**config.mk**
```make
export PLATFORM = sky130hd
export DESIGN_NAME = camera_crop_if
export DESIGN_NICKNAME = d
export VERILOG_FILES = /design/src/rtl/camera_pkg.sv /design/src/rtl/camera_pos_counter.sv /design/src/rtl/camera_crop_if.sv
export SDC_FILE = /design/constraint.sdc
export NUM_CORES = 1
export LEC_CHECK = 0
export CORE_MARGIN = 4
export CORE_UTILIZATION = 61
export DETAILED_ROUTE_END_ITERATION = 10
export HOLD_SLACK_MARGIN = 0.02
export PLACE_DENSITY = 0.87
export SLEW_MARGIN = 20
export SYNTH_ARGS = -nofsm -noshare
export SYNTH_HDL_FRONTEND = slang
export SYNTH_SLANG_ARGS = --single-unit
export TNS_END_PERCENT = 5
```
**constraint.sdc**
```tcl
create_clock -name clk -period 13.56 [get_ports clk]
set_clock_uncertainty 0.2 [all_clocks]
set_input_delay 1.356 -clock clk [delete_from_list [all_inputs] [get_ports clk]]
set_output_delay 1.356 -clock clk [all_outputs]
set_load 0.05 [all_outputs]
```
**src/rtl/camera_pkg.sv**
```systemverilog
// camera_pkg: shared FSM state encoding and decimation helpers for the
// camera crop interface.
`default_nettype none

package camera_pkg;

  typedef enum logic [1:0] {
    ST_SYNC   = 2'd0,
    ST_ARMED  = 2'd1,
    ST_ACTIVE = 2'd2
  } state_t;

  localparam logic [1:0] DECIM_1 = 2'b00;
  localparam logic [1:0] DECIM_2 = 2'b01;
  localparam logic [1:0] DECIM_4 = 2'b10;

  // Encoding 2'b11 is reserved and behaves as no decimation.
  function automatic logic [2:0] decim_factor(input logic [1:0] dc);
    case (dc)
      DECIM_1: return 3'd1;
      DECIM_2: return 3'd2;
      DECIM_4: return 3'd4;
      default: return 3'd1;
    endcase
  endfunction

endpackage

`default_nettype wire

```
**src/rtl/camera_pos_counter.sv**
```systemverilog
// camera_pos_counter: sync edge detection, column/row position counters with
// saturation, and per-frame line-length consistency tracking.
`default_nettype none

module camera_pos_counter #(
  parameter  int COLS_MAX = 640,
  parameter  int ROWS_MAX = 480,
  localparam int CW       = $clog2(COLS_MAX + 1),
  localparam int RW       = $clog2(ROWS_MAX + 1)
) (
  input  logic          clk,
  input  logic          rst,
  input  logic          px_en_i,
  input  logic          frame_vld_i,
  input  logic          line_vld_i,
  input  logic          frame_start_i,
  output logic          fv_rise_o,
  output logic          fv_fall_o,
  output logic          lv_fall_o,
  output logic [CW-1:0] col_o,
  output logic [RW-1:0] row_o,
  output logic [RW-1:0] row_end_o,
  output logic [CW-1:0] line_len_o,
  output logic          err_o
);

  logic          fv_q, lv_q;
  logic [CW-1:0] col_q, len_q;
  logic [RW-1:0] row_q;
  logic          have_len_q, err_q;

  logic          w_col_sat, w_row_sat, w_len_chg, w_have_len;
  logic [RW-1:0] w_row_base;

  assign fv_rise_o = px_en_i && frame_vld_i && !fv_q;
  assign fv_fall_o = px_en_i && !frame_vld_i && fv_q;
  assign lv_fall_o = px_en_i && !line_vld_i && lv_q;

  // A new frame restarts rows, line-length reference and error history in
  // the same sample that the FSM enters ACTIVE.
  assign w_row_base = frame_start_i ? '0 : row_q;
  assign w_have_len = have_len_q && !frame_start_i;

  assign w_col_sat = px_en_i && line_vld_i && (col_q == CW'(COLS_MAX));
  assign w_row_sat = lv_fall_o && (w_row_base == RW'(ROWS_MAX));
  assign w_len_chg = lv_fall_o && w_have_len && (col_q != len_q);

  assign col_o      = col_q;
  assign row_o      = w_row_base;
  assign row_end_o  = (lv_fall_o && !w_row_sat) ? w_row_base + 1'b1 : w_row_base;
  assign line_len_o = col_q;
  assign err_o      = (err_q && !frame_start_i) || w_col_sat || w_row_sat || w_len_chg;

  always_ff @(posedge clk) begin
    if (rst) begin
      fv_q       <= 1'b0;
      lv_q       <= 1'b0;
      col_q      <= '0;
      row_q      <= '0;
      len_q      <= '0;
      have_len_q <= 1'b0;
      err_q      <= 1'b0;
    end else if (px_en_i) begin
      fv_q       <= frame_vld_i;
      lv_q       <= line_vld_i;
      row_q      <= row_end_o;
      err_q      <= err_o;
      have_len_q <= w_have_len || lv_fall_o;
      if (lv_fall_o && !w_have_len) begin
        len_q <= col_q;
      end
      if (lv_fall_o) begin
        col_q <= '0;
      end else if (line_vld_i && !w_col_sat) begin
        col_q <= col_q + 1'b1;
      end
    end
  end

endmodule

`default_nettype wire

```
**src/rtl/camera_crop_if.sv**
```systemverilog
// camera_crop_if: frames camera pixels, crops them to a latched window with
// optional 2x/4x decimation, and emits sof/eol/eof markers and frame status.
`default_nettype none

module camera_crop_if #(
  parameter  int DW       = 8,
  parameter  int COLS_MAX = 640,
  parameter  int ROWS_MAX = 480,
  localparam int CW       = $clog2(COLS_MAX + 1),
  localparam int RW       = $clog2(ROWS_MAX + 1)
) (
  input  logic          clk,
  input  logic          rst,
  input  logic          px_en,
  input  logic [DW-1:0] pixel_dat,
  input  logic          frame_vld,
  input  logic          line_vld,
  input  logic [CW-1:0] crop_x0,
  input  logic [CW-1:0] crop_x1,
  input  logic [RW-1:0] crop_y0,
  input  logic [RW-1:0] crop_y1,
  input  logic [1:0]    decim,
  output logic [DW-1:0] o_dat,
  output logic          o_vld,
  output logic          sof,
  output logic          eol,
  output logic          eof,
  output logic [CW-1:0] num_cols,
  output logic [RW-1:0] num_rows,
  output logic          frame_err
);

  import camera_pkg::*;

  state_t        state_q, state_d;
  logic          w_frame_start, w_frame_end;

  logic          w_fv_rise, w_fv_fall, w_lv_fall, w_cnt_err;
  logic [CW-1:0] w_col, w_line_len;
  logic [RW-1:0] w_row, w_row_end;

  logic [CW-1:0] x0_q, x1_q;
  logic [RW-1:0] y0_q, y1_q;
  logic [1:0]    decim_q;
  logic          sof_seen_q, eof_seen_q;

  logic [DW-1:0] dat_q;
  logic          vld_q, sof_q, eol_q, eof_q, err_q;
  logic [CW-1:0] num_cols_q;
  logic [RW-1:0] num_rows_q;

  camera_pos_counter #(
    .COLS_MAX (COLS_MAX),
    .ROWS_MAX (ROWS_MAX)
  ) u_pos (
    .clk           (clk),
    .rst           (rst),
    .px_en_i       (px_en),
    .frame_vld_i   (frame_vld),
    .line_vld_i    (line_vld),
    .frame_start_i (w_frame_start),
    .fv_rise_o     (w_fv_rise),
    .fv_fall_o     (w_fv_fall),
    .lv_fall_o     (w_lv_fall),
    .col_o         (w_col),
    .row_o         (w_row),
    .row_end_o     (w_row_end),
    .line_len_o    (w_line_len),
    .err_o         (w_cnt_err)
  );

  always_comb begin
    state_d       = state_q;
    w_frame_start = 1'b0;
    w_frame_end   = 1'b0;
    case (state_q)
      ST_SYNC: begin
        if (px_en && !frame_vld) state_d = ST_ARMED;
      end
      ST_ARMED: begin
        if (w_fv_rise) begin
          state_d       = ST_ACTIVE;
          w_frame_start = 1'b1;
        end
      end
      ST_ACTIVE: begin
        if (w_fv_fall) begin
          state_d     = ST_ARMED;
          w_frame_end = 1'b1;
        end
      end
      default: state_d = ST_SYNC;
    endcase
  end

  // The frame-start sample itself may carry a pixel, so it must already see
  // the freshly presented window rather than the stale latched one.
  logic [CW-1:0] w_x0, w_x1;
  logic [RW-1:0] w_y0, w_y1;
  logic [2:0]    w_d;
  logic [1:0]    w_mask, w_col_lo, w_row_lo;
  logic          w_bad, w_pix, w_in_x, w_in_y, w_hit, w_eol, w_eof, w_synth;

  assign w_x0 = w_frame_start ? crop_x0 : x0_q;
  assign w_x1 = w_frame_start ? crop_x1 : x1_q;
  assign w_y0 = w_frame_start ? crop_y0 : y0_q;
  assign w_y1 = w_frame_start ? crop_y1 : y1_q;
  assign w_d  = decim_factor(w_frame_start ? decim : decim_q);

  assign w_bad    = (w_x1 < w_x0) || (w_y1 < w_y0);
  assign w_mask   = w_d[1:0] - 2'd1;
  assign w_col_lo = w_col[1:0] - w_x0[1:0];
  assign w_row_lo = w_row[1:0] - w_y0[1:0];

  assign w_pix  = px_en && frame_vld && line_vld && ((state_q == ST_ACTIVE) || w_frame_start);
  assign w_in_x = (w_col >= w_x0) && (w_col <= w_x1) && ((w_col_lo & w_mask) == 2'b00);
  assign w_in_y = (w_row >= w_y0) && (w_row <= w_y1) && ((w_row_lo & w_mask) == 2'b00);
  assign w_hit  = w_pix && !w_bad && w_in_x && w_in_y;

  assign w_eol   = ({1'b0, w_col} + (CW+1)'(w_d)) > {1'b0, w_x1};
  assign w_eof   = w_eol && (({1'b0, w_row} + (RW+1)'(w_d)) > {1'b0, w_y1});
  assign w_synth = w_frame_end && sof_seen_q && !eof_seen_q;

  always_ff @(posedge clk) begin
    vld_q <= 1'b0;
    sof_q <= 1'b0;
    eol_q <= 1'b0;
    eof_q <= 1'b0;
    if (rst) begin
      state_q    <= ST_SYNC;
      x0_q       <= '0;
      x1_q       <= '0;
      y0_q       <= '0;
      y1_q       <= '0;
      decim_q    <= DECIM_1;
      sof_seen_q <= 1'b0;
      eof_seen_q <= 1'b0;
      dat_q      <= '0;
      num_cols_q <= '0;
      num_rows_q <= '0;
      err_q      <= 1'b0;
    end else if (px_en) begin
      state_q <= state_d;
      if (w_frame_start) begin
        x0_q       <= crop_x0;
        x1_q       <= crop_x1;
        y0_q       <= crop_y0;
        y1_q       <= crop_y1;
        decim_q    <= decim;
        sof_seen_q <= 1'b0;
        eof_seen_q <= 1'b0;
      end
      if (w_hit) begin
        dat_q      <= pixel_dat;
        vld_q      <= 1'b1;
        sof_q      <= w_frame_start || !sof_seen_q;
        eol_q      <= w_eol;
        eof_q      <= w_eof;
        sof_seen_q <= 1'b1;
        if (w_eof) eof_seen_q <= 1'b1;
      end
      if (w_synth) eof_q <= 1'b1;
      if (w_lv_fall) num_cols_q <= w_line_len;
      if (w_frame_end) begin
        num_rows_q <= w_row_end;
        err_q      <= w_cnt_err || w_synth || w_bad;
      end
    end
  end

  assign o_dat     = dat_q;
  assign o_vld     = vld_q;
  assign sof       = sof_q;
  assign eol       = eol_q;
  assign eof       = eof_q;
  assign num_cols  = num_cols_q;
  assign num_rows  = num_rows_q;
  assign frame_err = err_q;

endmodule

`default_nettype wire

```
After elaboration in Yosys (flattened, before gate mapping)
Cells that the tools add are included.
- flip-flop bits (word level): 109
- word-level logic and storage cells: 139
- $add $sub $neg: 7
- $lt $le $gt $ge: 8
- eq/ne operators: 10
- muxes and demuxes: 26
- bitwise gates (word level): 4
- reduce and logical (&&, ||, !) cells: 61
- operators by type and width (kind ; number):
    10-bit 2-to-1 mux ; 4
    9-bit 2-to-1 mux ; 4
    1-bit logical AND ; 28
    1-bit 2-to-1 mux ; 12
    2-bit AND reduction ; 6
    10-bit by 3-bit adder with 11-bit output ; 1
    11-bit by 10-bit greater-than comparator with 1-bit output ; 1
    10-bit by 1-bit adder with 10-bit output, second input constant ; 1
    9-bit by 3-bit adder with 10-bit output ; 1
    10-bit equality test, second input constant ; 1
    10-bit >= comparator ; 1
    10-bit by 9-bit greater-than comparator with 1-bit output ; 1
    10-bit less-or-equal comparator ; 1
    1-bit logical NOT ; 10
    10-bit less-than comparator ; 1
    10-bit inequality test ; 1
    9-bit by 1-bit adder with 9-bit output, second input constant ; 1
    9-bit equality test, second input constant ; 1
    9-bit >= comparator ; 1
    9-bit less-or-equal comparator ; 1
    1-bit logical OR ; 9
    9-bit less-than comparator ; 1
    2-bit 2-to-1 mux ; 4
    2-bit logical NOT ; 3
    other kinds (14) ; 21

Depth between registers and ports, before layout
Gate-level depths: netlist (run 1).
- depth in word-level cells: 15
- gate-level depth with buffers: 19
- mapped depth without buffers: 18

Cells and area by module
From an unflattened synthesis (run 1), not the netlist that was laid out.
- cells, all modules: 901
- area, all modules: 7263.2 µm²
- by module, submodules not included (module ; instances ; cells an instance ; area each (µm²)):
    camera_crop_if ; 1 ; 666 ; 5318.9
    camera_pos_counter ; 1 ; 235 ; 1944.4

Worst setup path before layout (run 1)
Ideal clock, no wire load.
- path type: input port to flip-flop
- start: input port px_en
- end: register eof_seen_q
- data arrival time: 5.286 ns
- path slack: 7.957 ns
- stages on the path: 19
- buffers on the path: 1
- cell sequence: nand4b_2 -> nor2_4 -> buf_2 -> mux2i_1 -> inv_1 -> ha_1 -> ha_1 -> fa_1 -> a21oi_1 -> nor2b_1 -> xnor2_1 -> nor2_1 -> ha_1 -> nand4_1 -> or3_1 -> and2_1 -> a211oi_1 -> nor2_1 -> a22o_1
- longest elaborated chain between the ends: 14
- elaborated cells between the ends (all ways): 46
- those cells by class: add/sub (5); order compare (8); eq/ne (2); mux (12); bitwise (2); reduce/logical (17)
- RTL lines (element ; line ; source):
    start: declaration ; camera_crop_if.sv:14 ; input logic px_en,
    parallel branches: the longest is 14 deep, another holds 10-bit by 3-bit adder with 11-bit output ; - ;
    end signal: assignment ; camera_crop_if.sv:137 ; eof_seen_q <= 1'b0;
    end signal: assignment ; camera_crop_if.sv:151 ; eof_seen_q <= 1'b0;
    end signal: assignment ; camera_crop_if.sv:160 ; if (w_eof) eof_seen_q <= 1'b1;
    end: declaration ; camera_crop_if.sv:45 ; logic sof_seen_q, eof_seen_q;
Parallel ways; which one is timed is not known.
A chain may end at the register's enable or synchronous reset.

Final worst setup path (run 1)
Same ends and word-level chain as after synthesis.

==> results_dict.tcl, run 1 <==
set metrics [dict create \
    finalSetupViolCount 0 \
    synth-xor-area-share 0.0515 \
    fin_setup_tns_ns 0 \
    min_path_type "flop to flop" \
    end_kind "flop" \
    fmax_mhz 140 \
    drtPass1Iterations 7 \
    die_h_um 112 \
    clockBufferDepth 2 \
    grt_pass1_wl_mm 27.3 \
    antenna_found_initial 0 \
    clk_latency_ns 0.39 \
    pin_count 85 \
    port_buffers 84 \
    p_sw_frac 0.273 \
    core_sq_um 10500 \
    seq_power_share 0.547 \
    async_flop_share 0 \
    drive_gt1_frac 0.0335 \
    ys_ff_latch 109 \
    cp_cell_sequence "clkdlybuf4s50_1, nand4b_2, nor2_4, buf_4, mux2i_1, inv_1, ha_1, ha_1, fa_1, a21oi_1, nor2b_1, xnor2_1, nor2_1, ha_1, nand4_1, or3_1, and2_1, a211oi_1, nor2_1, a22o_1" \
    root_buffer "clkbuf_8" \
    diodes 0 \
    grtUsageMet3 0.0571 \
    rows 37 \
    dieArea_sq_um 12600 \
    detail_route.iter0.violations 379 \
    gr-total-overflow 0 \
    worst_setup_path_start_kind "input pin" \
    netlist_area_sq_um 6630 \
    gr-usage-all-layers 0.262 \
    synth_compound_area_frac 0.124 \
    critical_path.top_delay_family "simple AND/OR/NAND/NOR gates" \
    synthFlopType "dfxtp_1" \
    crit_start "px_en" \
    die_x_um 112 \
    wl_mm 16.5 \
    cts.sinks 109 \
    peakVddDrop_v 0.0000591 \
    synth_top_area_frac 0.329 \
    status "completed" \
    cpMaxStageDelayCell "clkdlybuf4s50_1" \
    met1_usage 0.308 \
    combPwrFrac 0.148 \
    grt_use_met2 0.464 \
    pwr-share-clk 0.305 \
    cp.depth 20 \
    rrSetupSlack_ns 7.71 \
    rr_startpoint "state_q[0]" \
    yosysSeqAreaShare 0.329 \
    syn_avg_cell_area_sq_um 8.63 \
    place_congestion 0.923 \
    internal_power_mw 0.433 \
    ant_nets 0 \
    crit_fanout 26 \
    yosys_warnings 0 \
    cts_tree "built" \
    wl_per_cell_um 16.9 \
    htreeDepth 3 \
    crit_type "input pin to flop" \
    grt_start_max_net_pins 108 \
    holdPathStages 2 \
    finalCritPeriodShare 0.528 \
    synth-edff-count 0 \
    synth_mux_area_frac 0.0709 \
    area_delta_synth_final_pct 15.9 \
    crit_required_ns 13.64 \
    cts_setup_buffers 0 \
    via_per_inst 5.82 \
    synth_largest_area_cell "dfxtp_1" \
    fin_crit_ns 7.15 \
    rsz0062_at_grt "no" \
    powerDensity_nw_per_um2 77.5 \
    initial_core_util 0.634 \
    slew_headroom 0.323 \
    synthCells 769 \
    hold_viol 0 \
    netlist_top_cells_area "dfxtp_1 33%, ha_1 16%, mux2i_1 7.1%, nor2_1 5.0%, nand2_1 4.2%" \
    worst_slew_pin_slew_ns 1.01 \
    rr_worst_depth 19 \
    synth_top_family_by_area "simple AND/OR/NAND/NOR gates" \
    cp-endpoint "eof_seen_q" \
    cp.arrival_ns 7.23 \
    r2r_end "eof_seen_q" \
    synth_simple_gate_area_share 0.204 \
    max_stage_delay_ns 0.73 \
    slew_viol_final 0 \
    cts_buffers 9 \
    syn_nets 912 \
    clk_pin_slew_ns 0.10 \
    critPathBufInv 3 \
    drv_cap 0 \
    busiest_layer "met2" \
    worst_hold_slack_ns 0.264 \
    yosysUniqueCellTypes 64 \
    hpwl_mm 12.5 \
    num_vias 5661 \
    switchingPower_mw 0.163 \
    cts_hold_buffers 0 \
    power.leakage_nw 3.30 \
    nets 974 \
    ctsResizeCount 0 \
    crit_top_cell "ha_1" \
    grt_pass1_vias 5708 \
    drc 0 \
    synth_adder_area_share 0.173 \
]
## layout by cell type (no fill, tap or decap), drive strengths merged, types with 10 or more instances in the layout
cell           Yosys  routed
o21ai             24      24
inv               39      40
dfxtp            109     109
xor2              15      15
a21o              13      13
ha                87      87
nor2              90      90
nand3             22      22
clkdlybuf4s50      0      83
nand4             16      16
mux2i             47      47
a21oi             46      46
nor2b             12      12
nand2             74      74
xnor2             24      24
a211oi            13      13
nor3              12      12
clkbuf            23      10
nand2b            22      22
## layer usage
layer,wire length [um],part of all wire,up-vias
met5,0,0,-
met4,462,0.028,0
met3,846,0.051,37
met2,8350,0.51,166
met1,6790,0.41,2665
li1,-,-,2793
## state kept, by name (all words and copies together) (netlist names), 2 cells and up
register     flops
decim_q          2
num_cols        10
num_rows         9
o_dat            8
state_q          2
u_pos.col_o     10
u_pos.len_q     10
u_pos.row_q      9
x0_q            10
x1_q            10
y0_q             9
y1_q             9
## per-stage QoR
step / std cells / power [mW] / setup slack (ns) / cell area [sq um] / util
floorplan: 769 / 0.388 / 7.96 / 6630 / -
global placement: 956 / 0.417 / 6.21 / 7510 / 0.718
detailed placement: 956 / 0.420 / 6.04 / 7510 / 0.718
CTS: 972 / 0.602 / 6.45 / 7690 / 0.735
global route: 972 / 0.623 / 6.03 / 7690 / 0.735
finish: 972 / 0.596 / 6.41 / 7690 / 0.735
## cells by family after synthesis
kind of cell,after synthesis
flip-flops,109
multiplexers,47
AND/OR/NAND/NOR,279
AO/OA/AOI/OAI,128
buffers and inverters,77
adder cells (fa/ha/maj),90
XOR/XNOR,39
## power by group through the flow
| stage | Combinational, mW | Clock (mW) | Sequential (mW) |
|---|---|---|---|
| 2_1_floorplan | 0.0555 | 0 | 0.332 |
| 3_3_place_gp | 0.0838 | 0 | 0.333 |
| 3_5_place_dp | 0.0867 | 0 | 0.333 |
| 4_1_cts | 0.0875 | 0.189 | 0.326 |
| 5_1_grt | 0.0971 | 0.200 | 0.326 |
| 6_report | 0.0882 | 0.182 | 0.326 |
## how the worst min path moves through the flow
| stage | from | end | slack (ns) |
|---|---|---|---|
| after global routing | num_cols[6] | num_cols[6] | 0.29 |
| after CTS | num_cols[4] | num_cols[4] | 0.26 |
| final | num_cols[4] | num_cols[4] | 0.26 |
| after detailed placement | num_cols[6] | num_cols[6] | 0.25 |
| after global placement | num_cols[9] | num_cols[9] | 0.24 |
| after floorplan | eof_seen_q | eof_seen_q | 0.24 |
## layout make-up
cell class	instances	area, sq um
inverters	40	150
flip-flops and latches	109	2180
clock buffers	10	128
repair buffers	88	866
clock inverters	6	48.8
well taps	136	170
multi-input cells	583	4140
fillers	796	2780
## synthesized netlist by cell type, types with 2 or more instances
cell       instances
and3_1             3
or3_1              5
nand3b_1           2
buf_1              5
or2_1              2
a2111oi_0          3
o21ai_0           20
inv_1             39
o22ai_1            2
nand3_1           21
nand2_1           74
nand2b_1          22
nand4_1           16
nor3_1            12
nor4b_1            2
fa_1               3
a31oi_1            2
ha_1              87
a21o_1            13
o21a_1             4
dfxtp_1          109
o21bai_1           2
nor2_1            89
and4b_1            2
mux2i_1           47
xnor2_1           24
and2_1             6
clkbuf_1          23
a211o_1            3
a21oi_1           46
o41ai_1            2
a211oi_1          13
xor2_1            15
buf_2              7
nor2b_1           12
o21ai_1            4
## worst min-delay path: stages, from the launching register on
cell     delay [ns]
dfxtp_1        0.32
nand2_1        0.05
a21oi_1        0.05
No activity file was read; power rests on OpenSTA's default activity.
==> run 2, diff against run 1 <==
--- a/config.mk
+++ b/config.mk
@@ -6,10 +6,10 @@
 export NUM_CORES = 1
 export LEC_CHECK = 0
 export CORE_MARGIN = 4
-export CORE_UTILIZATION = 61
+export CORE_UTILIZATION = 56
 export DETAILED_ROUTE_END_ITERATION = 10
 export HOLD_SLACK_MARGIN = 0.02
-export PLACE_DENSITY = 0.87
+export PLACE_DENSITY = 0.81
 export SLEW_MARGIN = 20
 export SYNTH_ARGS = -nofsm -noshare
 export SYNTH_HDL_FRONTEND = slang
==> constraint.sdc (replaced) <==
create_clock -name clk -period 7.21 [get_ports clk]
set_clock_uncertainty 0.2 [all_clocks]
set_input_delay 0.721 -clock clk [delete_from_list [all_inputs] [get_ports clk]]
set_output_delay 0.721 -clock clk [all_outputs]
set_load 0.05 [all_outputs]
==> run 2 against run 1 <==
Cell count increased by 0.72%. Global-route usage down 0.13 points. Largest cell class unchanged. Sequential cell count unchanged. Core utilization decreased by 5.7 points. Clock power grew to 2.7 times the previous value. First-iteration DRC count fell by 23%. Register-to-register slack lost 5.5 ns. Via count down 0.57%. Critical path depth decreased by 1. Die area up 8.3%. Sequential share of layout area decreased by 0.45 points. Power grew 110%.
==> results_dict.tcl, run 2 (synthesis results as in run 1) <==
set metrics [dict create \
    drv_cap 0 \
    clk_pin_slew_ns 0.08 \
    htreeDepth 3 \
    dp_slack_ns 1.22 \
    worst_hold_slack_ns 0.259 \
    crit_fanout 11 \
    place_congestion 0.967 \
    drive_gt1_frac 0.0347 \
    nets 974 \
    end_kind "flop" \
    cts.sinks 109 \
    multiInputGateArea_sq_um 4140 \
    ctsResizeCount 0 \
    gr-total-overflow 0 \
    diodes 0 \
    critical_path.top_delay_family "simple AND/OR/NAND/NOR gates" \
    wl_mm 16.9 \
    grt_pass1_vias 5748 \
    cts_buffers 9 \
    ant_nets 0 \
    port_buffers 84 \
    status "completed" \
    detail_route.iter0.violations 293 \
    cts_hold_buffers 0 \
    power.leakage_nw 3.36 \
    hold_viol 0 \
    max_stage_delay_ns 0.72 \
    crit_required_ns 7.27 \
    drc 0 \
    via_per_inst 5.75 \
    internal_power_mw 0.930 \
    die_x_um 117 \
    setup_ws_ns 1.52 \
    peakVddDrop_v 0.000160 \
    dieArea_sq_um 13700 \
    finalCritPeriodShare 0.790 \
    final_core_util 0.678 \
    crit_top_cell "ha_1" \
    rows 39 \
    clockBufferDepth 2 \
    worst_slew_pin_slew_ns 0.831 \
    wl_per_cell_um 17.2 \
    p_sw_frac 0.269 \
    pwr-share-clk 0.387 \
    min_path_type "flop to flop" \
    fin_setup_tns_ns 0 \
    seq_power_share 0.482 \
    cp.arrival_ns 5.75 \
    cp_cell_sequence "clkdlybuf4s50_1, nand4b_2, nor2_4, mux2i_1, inv_1, ha_1, ha_1, fa_1, a21oi_1, nor2b_1, xnor2_1, nor2_1, ha_1, nand4_1, or3_1, and2_1, a211oi_1, nor2_1, a22o_1" \
    worst_setup_path_start_kind "input pin" \
    clk_latency_ns 0.36 \
    fmax_mhz 176 \
    combPwrFrac 0.131 \
    pin_count 85 \
    fill_cells 936 \
    placed_cell_area_sq_um 7520 \
    dp.cells 963 \
    crit_type "input pin to flop" \
    core_sq_um 11500 \
    grt_pass1_wl_mm 27.7 \
    initial_core_util 0.576 \
    slew_headroom 0.446 \
    drtPass1Iterations 5 \
    rsz0062_at_grt "no" \
    fin_crit_ns 5.69 \
    fin_area_sq_um 7810 \
    cts_setup_buffers 0 \
    cpMaxStageDelayCell "clkdlybuf4s50_1" \
    switchingPower_mw 0.342 \
    power_mw 1.27 \
    antenna_found_initial 0 \
    num_vias 5629 \
    slew_viol_final 0 \
    final_common_cell "dfxtp_1" \
    gr-usage-all-layers 0.261 \
    finalSetupViolCount 0 \
    grt_start_max_net_pins 91 \
    regArea_sq_um 2180 \
    final_cell_mix "109 x dfxtp_1, 89 x nor2_1, 87 x ha_1, 83 x clkdlybuf4s50_1, 74 x nand2_1" \
    root_buffer "clkbuf_16" \
    hpwl_mm 13.0 \
    die_h_um 117 \
    area_delta_synth_final_pct 17.7 \
    final_cells 979 \
    critPathBufInv 2 \
    powerDensity_nw_per_um2 163 \
    cts_tree "built" \
]
run 2: changes by cell type in the layout (fill, tap and decap cells not counted):
cell / change
inv_6: +1
inv_8: +2
clkbuf_1: -1
clkinvlp_4: -2
clkbuf_8: -9
clkbuf_16: +9
run 2: layout make-up:
type                            count  area share
Clock buffer                        9      0.0288
Clock inverter                      7     0.00833
Inverter                           40      0.0192
Multi-Input combinational cell    583       0.530
Sequential cell                   109       0.279
Tap cell                          143      0.0229
Timing Repair Buffer               88       0.111
run 2: power by group through the flow:
stage | Combinational [mW] | Clock (mW) | Sequential (mW)
floorplan | 0.104 | 0 | 0.625
global placement | 0.158 | 0 | 0.626
detailed placement | 0.164 | 0 | 0.627
CTS | 0.166 | 0.501 | 0.612
global route | 0.185 | 0.525 | 0.613
finish | 0.167 | 0.492 | 0.612
run 2: per-layer routing:
metal  vias up  track usage  part of all wire
li1       2791            -                 -
met1      2623        0.310              0.42
met2       161        0.445              0.49
met3        54       0.0622             0.053
met4         0        0.119             0.038
met5         -            0                 0
run 2: worst paths after layout:
kind	from	to	slack (ns)	depth (start not counted)
max	px_en	eof_seen_q	1.52	19
min	num_cols[0]	num_cols[0]	0.26	2
max reg2reg	state_q[0]	eof_seen_q	2.20	18
min reg2reg	num_cols[0]	num_cols[0]	0.26	2
run 2: worst min-delay path, stage by stage (launching register included):
cell	delay, ns
dfxtp_1	0.32
nand2_1	0.05
a21oi_1	0.05
